==> src/rtl/mem_bus_arbiter.sv <==
// mem_bus_arbiter
// Shares one external single-port memory bus between instruction fetch (IF)
// and the MEM-stage data access (DM). DM has fixed priority over IF. Each
// access is issue -> wait for bus_ack -> one DONE cycle, and the pipeline
// receives stall requests until its data is ready. An access that is never
// acknowledged is aborted after TIMEOUT busy cycles. A bus_err pulse is
// raised in that case, and zero is returned as the read data.
//
// Ports:
//   clk, rst_n            rising-edge clock, synchronous active-low reset
//   flush                 pipeline flush, discards a pending fetch result
//   if_ce, if_addr        fetch request (word read)
//   if_rdata, if_stall    fetched instruction, IF stall request
//   dm_ce, dm_we, dm_sel,
//   dm_addr, dm_wdata     data request (big-endian byte lanes in dm_sel)
//   dm_rdata, dm_stall    load data, MEM stall request
//   bus_req/we/sel/addr/
//   bus_wdata             registered bus request, held until bus_ack
//   bus_rdata, bus_ack    bus read data, valid with the single-cycle ack
//   bus_err               one-cycle pulse when an access times out
module mem_bus_arbiter #(
   parameter int ADDR_W  = 32,
   parameter int DATA_W  = 32,
   parameter int TIMEOUT = 255
) (
   input  logic              clk,
   input  logic              rst_n,
   input  logic              flush,
   input  logic              if_ce,
   input  logic [ADDR_W-1:0] if_addr,
   output logic [DATA_W-1:0] if_rdata,
   output logic              if_stall,
   input  logic              dm_ce,
   input  logic              dm_we,
   input  logic [3:0]        dm_sel,
   input  logic [ADDR_W-1:0] dm_addr,
   input  logic [DATA_W-1:0] dm_wdata,
   output logic [DATA_W-1:0] dm_rdata,
   output logic              dm_stall,
   output logic              bus_req,
   output logic              bus_we,
   output logic [3:0]        bus_sel,
   output logic [ADDR_W-1:0] bus_addr,
   output logic [DATA_W-1:0] bus_wdata,
   input  logic [DATA_W-1:0] bus_rdata,
   input  logic              bus_ack,
   output logic              bus_err
);

   typedef enum logic [2:0] {IDLE, D_BUSY, D_DONE, I_BUSY, I_DONE} state_t;

   localparam logic [15:0] TIMEOUT_LAST = 16'(TIMEOUT - 1);

   state_t            state_q, state_d;
   logic [15:0]       cnt_q, cnt_d;
   logic              bus_req_q, bus_req_d;
   logic              bus_we_q, bus_we_d;
   logic [3:0]        bus_sel_q, bus_sel_d;
   logic [ADDR_W-1:0] bus_addr_q, bus_addr_d;
   logic [DATA_W-1:0] bus_wdata_q, bus_wdata_d;
   logic              bus_err_q, bus_err_d;
   logic [DATA_W-1:0] dm_rdata_q, dm_rdata_d;
   logic [DATA_W-1:0] if_rdata_q, if_rdata_d;
   logic              discard_q, discard_d;
   logic              busy;
   logic              timeout_hit;

   // The counter holds the number of busy cycles already spent. When it shows
   // TIMEOUT-1 and no ack arrives, this cycle is the TIMEOUT-th busy cycle.
   assign busy        = (state_q == D_BUSY) || (state_q == I_BUSY);
   assign timeout_hit = busy && !bus_ack && (cnt_q == TIMEOUT_LAST);

   // State and datapath registers, synchronous reset
   always_ff @(posedge clk) begin
      if (!rst_n) begin
         state_q     <= IDLE;
         cnt_q       <= '0;
         bus_req_q   <= 1'b0;
         bus_we_q    <= 1'b0;
         bus_sel_q   <= '0;
         bus_addr_q  <= '0;
         bus_wdata_q <= '0;
         bus_err_q   <= 1'b0;
         dm_rdata_q  <= '0;
         if_rdata_q  <= '0;
         discard_q   <= 1'b0;
      end else begin
         state_q     <= state_d;
         cnt_q       <= cnt_d;
         bus_req_q   <= bus_req_d;
         bus_we_q    <= bus_we_d;
         bus_sel_q   <= bus_sel_d;
         bus_addr_q  <= bus_addr_d;
         bus_wdata_q <= bus_wdata_d;
         bus_err_q   <= bus_err_d;
         dm_rdata_q  <= dm_rdata_d;
         if_rdata_q  <= if_rdata_d;
         discard_q   <= discard_d;
      end
   end

   // Next state: DM wins in IDLE, busy ends on ack or timeout, DONE lasts one cycle
   always_comb begin
      state_d = state_q;
      case (state_q)
         IDLE: begin
            if (dm_ce) begin
               state_d = D_BUSY;
            end else if (if_ce && !flush) begin
               state_d = I_BUSY;
            end
         end
         D_BUSY:  if (bus_ack || timeout_hit) state_d = D_DONE;
         I_BUSY:  if (bus_ack || timeout_hit) state_d = I_DONE;
         D_DONE:  state_d = IDLE;
         I_DONE:  state_d = IDLE;
         default: state_d = IDLE;
      endcase
   end

   // Bus issue, timeout counting and read-data capture
   always_comb begin
      cnt_d       = cnt_q;
      bus_req_d   = bus_req_q;
      bus_we_d    = bus_we_q;
      bus_sel_d   = bus_sel_q;
      bus_addr_d  = bus_addr_q;
      bus_wdata_d = bus_wdata_q;
      bus_err_d   = 1'b0;
      dm_rdata_d  = dm_rdata_q;
      if_rdata_d  = if_rdata_q;
      discard_d   = discard_q;
      case (state_q)
         IDLE: begin
            cnt_d = '0;
            if (dm_ce) begin
               bus_req_d   = 1'b1;
               bus_we_d    = dm_we;
               bus_sel_d   = dm_sel;
               bus_addr_d  = dm_addr;
               bus_wdata_d = dm_wdata;
            end else if (if_ce && !flush) begin
               bus_req_d  = 1'b1;
               bus_we_d   = 1'b0;
               bus_sel_d  = 4'b1111;
               bus_addr_d = if_addr;
            end
         end
         D_BUSY, I_BUSY: begin
            // A flush during a fetch lets the handshake finish but drops its
            // result. A flush in the ack cycle itself also counts.
            if (state_q == I_BUSY && flush) begin
               discard_d = 1'b1;
            end
            if (bus_ack || timeout_hit) begin
               bus_req_d = 1'b0;
               cnt_d     = '0;
               bus_err_d = timeout_hit;
               if (state_q == D_BUSY) begin
                  if (!bus_we_q) begin
                     dm_rdata_d = bus_ack ? bus_rdata : '0;
                  end
               end else if (!(discard_q || flush)) begin
                  if_rdata_d = bus_ack ? bus_rdata : '0;
               end
            end else begin
               cnt_d = cnt_q + 16'd1;
            end
         end
         I_DONE:  discard_d = 1'b0;
         default: ;
      endcase
   end

   // Stall requests: DM holds IF off for as long as it owns or wants the bus
   always_comb begin
      dm_stall = dm_ce && (state_q != D_DONE);
      if_stall = (if_ce && (state_q != I_DONE) && !flush) ||
                 (dm_ce && ((state_q == IDLE) || (state_q == D_BUSY) || (state_q == D_DONE)));
   end

   assign bus_req   = bus_req_q;
   assign bus_we    = bus_we_q;
   assign bus_sel   = bus_sel_q;
   assign bus_addr  = bus_addr_q;
   assign bus_wdata = bus_wdata_q;
   assign bus_err   = bus_err_q;
   assign dm_rdata  = dm_rdata_q;
   assign if_rdata  = if_rdata_q;

endmodule
==> config.mk <==
export PLATFORM = sky130hd
export DESIGN_NAME = mem_bus_arbiter
export DESIGN_NICKNAME = d
export VERILOG_FILES = /design/src/rtl/mem_bus_arbiter.sv
export SDC_FILE = /design/constraint.sdc
export NUM_CORES = 1
export LEC_CHECK = 0
export CAP_MARGIN = 20
export CELL_PAD_IN_SITES_DETAIL_PLACEMENT = 0
export CELL_PAD_IN_SITES_GLOBAL_PLACEMENT = 1
export CORE_MARGIN = 2
export CORE_UTILIZATION = 32
export CTS_BUF_LIST = sky130_fd_sc_hd__clkbuf_4
export DETAILED_ROUTE_END_ITERATION = 16
export PLACE_DENSITY = 0.9
export SLEW_MARGIN = 25
export SYNTH_ARGS = -nofsm -noshare
export SYNTH_HDL_FRONTEND = slang
export SYNTH_SLANG_ARGS = --single-unit
==> constraint.sdc <==
create_clock -name clk -period 2.8 [get_ports clk]
set_clock_uncertainty 0.2 [all_clocks]
set_input_delay 0.56 -clock clk [delete_from_list [all_inputs] [get_ports clk]]
set_output_delay 0.56 -clock clk [all_outputs]
set_load 0.05 [all_outputs]
### Word-level counts from Yosys, hierarchy flattened

Index checks and enable logic that the tools add are counted.

| word-level totals | value |
|---|---|
| register bits | 155 |
| input port bits | 139 |
| output and inout port bits | 137 |
| word-level logic and storage cells | 76 |

| operators by class | value |
|---|---|
| add/sub/neg operators | 1 |
| equality and inequality tests | 12 |
| muxes and demuxes | 20 |
| bitwise operators | 3 |
| reductions and logical operators | 29 |

Operators by type and width:

| operator | number |
|---|---|
| $mux W32 | 3 |
| $pmux W16 S2 | 1 |
| $add A16 B1 Y16 const B | 1 |
| $eq A16 B8 Y1 const B | 1 |
| $mux W16 | 1 |
| $mux W3 | 4 |
| $pmux W3 S3 | 1 |
| $reduce_and A3 Y1 | 3 |
| $logic_and A1 B1 Y1 | 8 |
| $mux W4 | 2 |
| $reduce_and A4 Y1 | 2 |
| $eq A3 B2 Y1 const B | 2 |
| $logic_or A1 B1 Y1 | 6 |
| $mux W1 | 6 |
| $ne A3 B3 Y1 const B | 2 |
| $reduce_and A2 Y1 | 3 |
| $reduce_bool A2 Y1 | 3 |
| $ne A2 B1 Y1 const B | 2 |
| $ne A2 B2 Y1 const B | 2 |
| $pmux W1 S2 | 2 |
| $eq A3 B1 Y1 const B | 1 |
| $eq A3 B3 Y1 const B | 1 |
| $logic_not A3 Y1 | 1 |
| $ne A3 B2 Y1 const B | 1 |
| 3 further kinds | 6 |

### Depth between registers and ports, before layout

Gate-level depths: netlist of the first run.

| depth | value |
|---|---|
| depth after elaboration | 7 |
| mapped depth | 8 |
| mapped depth without buffers | 6 |

### Least setup slack after synthesis of the first run

Ideal clock, no wire load.

| timing | value |
|---|---|
| path kind | input-to-output |
| start point | input dm_ce |
| end point | output if_stall |
| data arrival time | 2.087 ns |
| data required time | 2.040 ns |
| setup slack | -0.047 ns |
| stages | 4 |
| buffers on the path | 2 |
| path through | buf_2 > buf_1 > a21oi_1 > a21oi_1 |

| between the ends | value |
|---|---|
| longest elaborated chain between the ends | 2 |

Ends and longest elaborated chain:

| element | line | text |
|---|---|---|
| from (decl) | 33 | `input logic dm_ce,` |
| $logic_and A1 B1 Y1 | 179 | `(dm_ce && ((state_q == IDLE) \|\| (state_q == D_BUSY) \|\| (state_q == D_DONE)));` |
| $logic_or A1 B1 Y1 | 178 | `if_stall = (if_ce && (state_q != I_DONE) && !flush) \|\|` |
| to (decl) | 32 | `output logic if_stall,` |

Every way passes these cells.

### Worst setup path in the final report of the first run

| timing | value |
|---|---|
| start point | register state_q[1] |
| end point | output if_stall |

| between the ends | value |
|---|---|
| longest elaborated chain between the ends | 5 |
| elaborated cells on any way between the ends | 10 |
| classes of those cells | eq/ne (3); reduce/logical (7) |

Ends and longest elaborated chain:

| element | line | text |
|---|---|---|
| from (decl) | 54 | `state_t state_q, state_d;` |
| from (signal assigned) | 88 | `state_q <= state_d;` |
| $eq A3 B1 Y1 / $logic_not A3 Y1 (equally long branches) | 179 |  |
| $logic_or A1 B1 Y1 (2 in series) | 179 |  |
| $logic_and A1 B1 Y1 | 179 |  |
| $logic_or A1 B1 Y1 (*) | 178 |  |

Every way passes the cells marked *; elsewhere a longest branch is shown, timed or not.

==> flow_summary_export.csv, run 1 <==
group,metric,value,unit
floorplanning,core,0.02017,mm^2
final_layout,layout_common_cells,"clkdlybuf4s50_1, dfxtp_1, nand2_1",
global_routing,grt_max_degree,66,
final_layout,fillers,1940,
sta,worst_pin_slew,0.7928,ns
flow_run,cap_violations,0,
yosys,syn_area_per_cell,8.710,um^2
final_layout,register_area,0.003104,mm^2
setup_path,slowest_delay,0.57,ns
sta,max_freq,0.3849,GHz
yosys,ys_ff_latch,155,
placed_design,dp_hpwl,15.34,mm
final_layout,area_growth,50.45,%
yosys,synth_compound_area_share,24.75,%
routing,drc,0,
floorplanning,die_h,147.3,um
sta,setup_violations,0,
sta,hold_viol,0,
final_layout,final_common_cell,"clkdlybuf4s50_1",
hold_path,hp-class,"input pin to register",
sta,fin_tns_setup,0,ns
placed_design,port_buffers,275,
setup_path,timing.rr.start,"cnt_q[0]",
setup_path,worstPathMaxFanout,11,
hold_path,hold_depth,2,
global_routing,antenna_found_initial,1,
yosys,ys_async_sr_fraction,0,%
floorplanning,die_x,147.3,um
final_layout,multi_input_area,0.003113,mm^2
routing,drt_iter0_markers,261,
clocking,cts_buffer_depth,2,
sta,layout_min_cycle_time,2.598,ns
global_routing,grt_use_total,19.53,%
yosys,synth_cells,754,
floorplanning,initial_core_util,32.56,%
routing,routed_via_density,5.126,
sta,slew-limit-headroom,46.79,%
yosys,synth.top_cell.area_share,47.25,%
yosys,synth_top_cells_by_area,"dfxtp_1, nand2_1, a21oi_1",
yosys,synth_top_family_by_area,"compound AO/OA/AOI/OAI gates",
clocking,clock_latency,0.55,ns
setup_path,r2r_setup_slack,0.66,ns
placed_design,place_area,0.009568,mm^2
setup_path,worstReg2RegEnd,"cnt_q[7]",
power_and_ir_drop,vdd_ir_drop_max,0.3954,mV
outcome,run_status,"finished, final reports clean",
clocking,clock-sinks,155,
yosys,synth.distinct_cells,57,
clocking,clk_pin_slew,0.14,ns
yosys,synth-xor-area-share,0.1334,%
setup_path,cp.required,2.04,ns
routing,drt_pre_antenna_iters,5,
clocking,cts_root_buf,"clkbuf_4",
hold_path,min_to,"cnt_q[5]",
yosys,post_synth_and_or_nand_nor_area_fraction,17.18,%
routing,wl_per_cell,16.70,um
yosys,synth_top_cell_by_area,"dfxtp_1",
final_layout,fin_cells,1281,
sta,maxSlewViolCount,0,
setup_path,cp.arrival,1.84,ns
setup_path,slowest_stage,"dfxtp_1",
sta,worst_slack,0.2020,ns
sta,rsz0062_at_grt,"no",
final_layout,nets,1138,
global_routing,grt_pass1_wl,33.84,mm
yosys,synth_warnings,0,
placed_design,pre_cts_ws,0.2555,ns
final_layout,layout-drive-gt1-share,7.723,%
floorplanning,ios,276,
global_routing,grt_overflow,0,
yosys,muxShareOfSynthArea,4.877,%
sta,layout_worst_path_cycle_share,92.78,%
power_and_ir_drop,p_leak,3.471,nW
yosys,synth_edf_count,0,
setup_path,cp-start-kind,"register",
setup_path,critPathKind,"register to output port",
placed_design,gp_congestion,0.8645,
routing,vias,6566,
routing,ant_nets,0,
yosys,synth_fa_ha_area_share,0.3810,%
hold_path,hold_start,"rst_n",
floorplanning,num_rows,52,
yosys,synthesis.area,0.006568,mm^2
setup_path,reg2regPathDepth,6,
placed_design,dp_cells,1248,
clocking,cts_tree,"yes",
yosys,synth_ff_type,"dfxtp_1",
clocking,numCtsBuffers,17,
setup_path,cp-end-kind,"output port",
clocking,htree_levels,4,
final_layout,final_cell_area,0.009881,mm^2
floorplanning,die-area,0.02169,mm^2
sta,whs,0.1125,ns
yosys,syn_nets,895,
yosys,seq_area_frac_synth,47.25,%
global_routing,first_global_vias,6187,
setup_path,crit_path_cell_trace,"nand2_1 -> a21oi_1 -> a21oi_2 -> buf_12",
routing,finalWirelength,21.40,mm
power_and_ir_drop,powerDensity,557.7,mW/mm^2
==> state kept, by name (all words and copies together), names as in the netlist, 3 cells and up <==
| register | cells |
|---|---|
| bus_addr | 32 |
| bus_wdata | 32 |
| dm_rdata | 32 |
| if_rdata | 32 |
| cnt_q | 16 |
| bus_sel | 4 |
| state_q | 3 |
==> cells by family (layout without fill, tap and decap cells) <==
family | count (synthesis) | count (layout)
simple gates | 235 | 235
fa+ha+maj | 2 | 2
other cells | 0 | 1
compound gates | 248 | 248
mux | 32 | 32
flops | 155 | 155
xor+xnor | 1 | 1
buf+inv | 81 | 337
==> where the power goes <==
group | internal [mW] | leakage, nW | total [mW] | switching [mW]
Combinational | 0.598 | 2.04 | 1.55 | 0.956
Sequential | 2.35 | 1.27 | 2.45 | 0.0956
Clock | 0.581 | 0.166 | 1.51 | 0.925
Total | 3.53 | 3.47 | 5.51 | 1.98
==> worst max-delay path by stage <==
stage | startpoint | endpoint | slack [ns] | cells past startpoint
final | state_q[1] | if_stall | 0.20 | 4
after detailed placement | bus_ack | if_rdata[3] | 0.26 | 6
after global routing | state_q[1] | if_stall | 0.07 | 4
after floorplan | dm_ce | if_stall | 0.24 | 4
after global placement | bus_ack | state_q[1] | 0.30 | 5
after CTS | state_q[0] | if_stall | 0.04 | 4
==> critical path, delay by kind of cell (launching register included) <==
family	cells	cell delay (ns)
AOI/OAI and AO/OA	2	0.31
and+or+nand+nor	1	0.24
DFF	1	0.57
buffers and inverters	1	0.17
==> layer usage <==
layer	vias up	GRT usage, %	part of all wire (%)
li1	3254	-	-
met1	3032	24.61	42
met2	267	31.54	47
met3	13	7.888	10
met4	0	4.327	1.0
met5	-	0	0
==> synth_stat cells, types with 3 or more instances <==
master and n:
o22ai_1 36, nand3_1 37, a211oi_1 34, and3_2 3, or3_1 4, clkbuf_1 45, buf_2 21, o21ai_0 6
nor2b_1 5, buf_6 3, inv_1 5, o211ai_1 35, nor2_1 45, dfxtp_1 155, nor3_1 5, a31oi_1 6
a21oi_1 77, nand2_1 109, mux2i_1 32, a22oi_1 32, o21a_1 4, nand4_1 6, buf_1 4
==> layout make-up <==
class | count | area share, %
Inverter | 7 | 0.2912
Sequential cell | 155 | 31.42
Timing Repair Buffer | 298 | 30.21
Clock buffer | 18 | 1.368
Clock inverter | 14 | 1.760
Multi-Input combinational cell | 518 | 31.51
Antenna cell | 1 | 0.02533
Tap cell | 270 | 3.419
==> per-stage QoR <==
stage / total power [mW] / utilization [%]
floorplan: 3.422 / -
global placement: 4.049 / 47.44
detailed placement: 4.058 / 47.44
CTS: 5.576 / 48.97
global route: 5.774 / 48.99
finish: 5.510 / 48.99
==> timing repair <==
item                       in CTS  in global routing
setup endpoints to repair       0                  1
hold buffers                    0                  0
buffers inserted                0                  0
resized for setup               0                  1
Note: power is estimated with default switching activity, not from simulation.
==> inputs of run 2 (changes only) <==
--- a/config.mk
+++ b/config.mk
@@ -12,6 +12,7 @@
 export CORE_UTILIZATION = 32
 export CTS_BUF_LIST = sky130_fd_sc_hd__clkbuf_4
 export DETAILED_ROUTE_END_ITERATION = 16
+export HOLD_SLACK_MARGIN = 0.06
 export PLACE_DENSITY = 0.9
 export SLEW_MARGIN = 25
 export SYNTH_ARGS = -nofsm -noshare
==> results of run 2 <==
No change in the layout: final DEF, timing and power equal those of run 1.
==> inputs of run 3 (changes only) <==
--- a/config.mk
+++ b/config.mk
@@ -13,7 +13,7 @@
 export CTS_BUF_LIST = sky130_fd_sc_hd__clkbuf_4
 export DETAILED_ROUTE_END_ITERATION = 16
 export HOLD_SLACK_MARGIN = 0.06
-export PLACE_DENSITY = 0.9
+export PLACE_DENSITY = 0.92
 export SLEW_MARGIN = 25
 export SYNTH_ARGS = -nofsm -noshare
 export SYNTH_HDL_FRONTEND = slang
==> flow_summary_export.csv, run 3 (synthesis results as in run 1) <==
group,metric,value,unit
setup_path,cp.required,2.04,ns
setup_path,cp-start-kind,"register",
global_routing,grt_use_total,19.22,%
routing,wl_met2,9.848,mm
routing,vias,6598,
clocking,clock_latency,0.53,ns
routing,drt_iter0_markers,358,
final_layout,layout-drive-gt1-share,7.440,%
floorplanning,core,0.02017,mm^2
global_routing,antenna_found_initial,4,
final_layout,final_common_cell,"clkdlybuf4s50_1",
clocking,numCtsBuffers,17,
global_routing,grt_overflow,0,
clocking,clk_pin_slew,0.12,ns
floorplanning,die_h,147.3,um
placed_design,port_buffers,275,
setup_path,slowest_delay,0.86,ns
routing,drc,0,
setup_path,critPathKind,"register to output port",
floorplanning,initial_core_util,32.56,%
clocking,postCtsResizedCells,0,
setup_path,cp_num_buf_inv,1,
sta,hold_viol,0,
sta,slew-limit-headroom,50.20,%
clocking,postCtsHoldBufs,0,
clocking,clock-sinks,155,
sta,fin_tns_setup,0,ns
routing,drt-met1-wl,8.711,mm
routing,top_layer_used,"met4",
global_routing,first_global_vias,6220,
sta,setup_violations,0,
floorplanning,ios,276,
sta,max_freq,0.3885,GHz
global_routing,grt_max_degree,91,
power_and_ir_drop,powerDensity,558.7,mW/mm^2
floorplanning,die_x,147.3,um
placed_design,dp_hpwl,15.15,mm
final_layout,nets,1138,
floorplanning,die-area,0.02169,mm^2
clocking,htree_levels,4,
clocking,cts_tree,"yes",
routing,drt_pre_antenna_iters,6,
sta,layout_worst_path_cycle_share,91.93,%
clocking,postCtsSetupBuffers,0,
global_routing,grt_pass1_wl,33.26,mm
routing,ant_nets,0,
final_layout,fillers,1943,
clocking,cts_root_buf,"clkbuf_4",
floorplanning,num_rows,52,
clocking,cts_buffer_depth,2,
sta,maxSlewViolCount,0,
final_layout,register_area,0.003103,mm^2
setup_path,critPathTopFamily,"buffers and inverters",
routing,wl_per_cell,16.58,um
final_layout,layout_common_cells,"clkdlybuf4s50_1, dfxtp_1, nand2_1",
placed_design,place_area,0.009567,mm^2
setup_path,cp.arrival,1.81,ns
flow_run,cap_violations,0,
final_layout,multi_input_area,0.003113,mm^2
sta,worst_pin_slew,0.7421,ns
routing,finalWirelength,21.25,mm
power_and_ir_drop,p_leak,3.470,nW
final_layout,final_cell_area,0.009886,mm^2
routing,routed_via_density,5.147,
hold_path,hp-class,"input pin to register",
setup_path,cp-end-kind,"output port",
power_and_ir_drop,vdd_ir_drop_max,0.4039,mV
outcome,run_status,"finished, final reports clean",
final_layout,area_growth,50.52,%
sta,layout_min_cycle_time,2.574,ns
setup_path,slowest_stage,"clkdlybuf4s50_1",
setup_path,worstPathMaxFanout,3,
routing,wl_met3,2.409,mm
sta,rsz0062_at_grt,"no",
placed_design,gp_congestion,0.8606,
setup_path,crit_path_cell_trace,"clkdlybuf4s50_1",
## run 3: changes by cell type in the layout (fill, tap and decap cells not counted), sizes merged
cell    delta
bufinv     +2
clkinv     +5
inv        -9
diode      +3
## run 3: path summary, 6_finish.rpt
path                      start            end  slack, ns  depth (start not counted)
setup / recovery    dm_rdata[0]    dm_rdata[0]       0.23                          1
hold reg to reg   bus_wdata[12]  bus_wdata[12]       0.26                          2
hold / removal            rst_n       cnt_q[5]       0.13                          2
setup reg to reg       cnt_q[0]     state_q[1]       0.60                          7
## run 3: area by class of cell
class,instances,share of cell area [%]
Sequential cell,155,31.39
Clock buffer,18,1.367
Clock inverter,12,1.759
Multi-Input combinational cell,518,31.49
Timing Repair Buffer,298,30.20
Tap cell,270,3.417
Antenna cell,4,0.1013
Inverter,7,0.2784
## run 3: power by group
part	internal [mW]	switching, mW	leakage [nW]	total [mW]
combinational	0.598	0.963	2.04	1.56
clock	0.709	0.812	0.168	1.52
sequential	2.35	0.0891	1.27	2.44
## run 3: per-stage QoR
stage / instances / power, mW / setup slack (ns) / util, % / hold slack, ns
final: 1282 / 5.523 / 0.2260 / 49.01 / 0.1347
after CTS: 1278 / 5.597 / 0.1461 / 48.96 / 0.07532
after detailed placement: 1248 / 4.056 / 0.1561 / 47.43 / 0.2453
after global routing: 1281 / 5.793 / 0.1253 / 49.00 / 0.07457
after global placement: 1248 / 4.043 / 0.2068 / 47.43 / 0.2407
after floorplan: 754 / 3.422 / 0.2376 / - / 0.2630
## run 3: routing by layer
metal / vias to the layer above / track usage [%]
met5: - / 0
li1: 3263 / -
met2: 252 / 30.68
met1: 3069 / 23.39
met4: 0 / 4.904
met3: 14 / 9.161
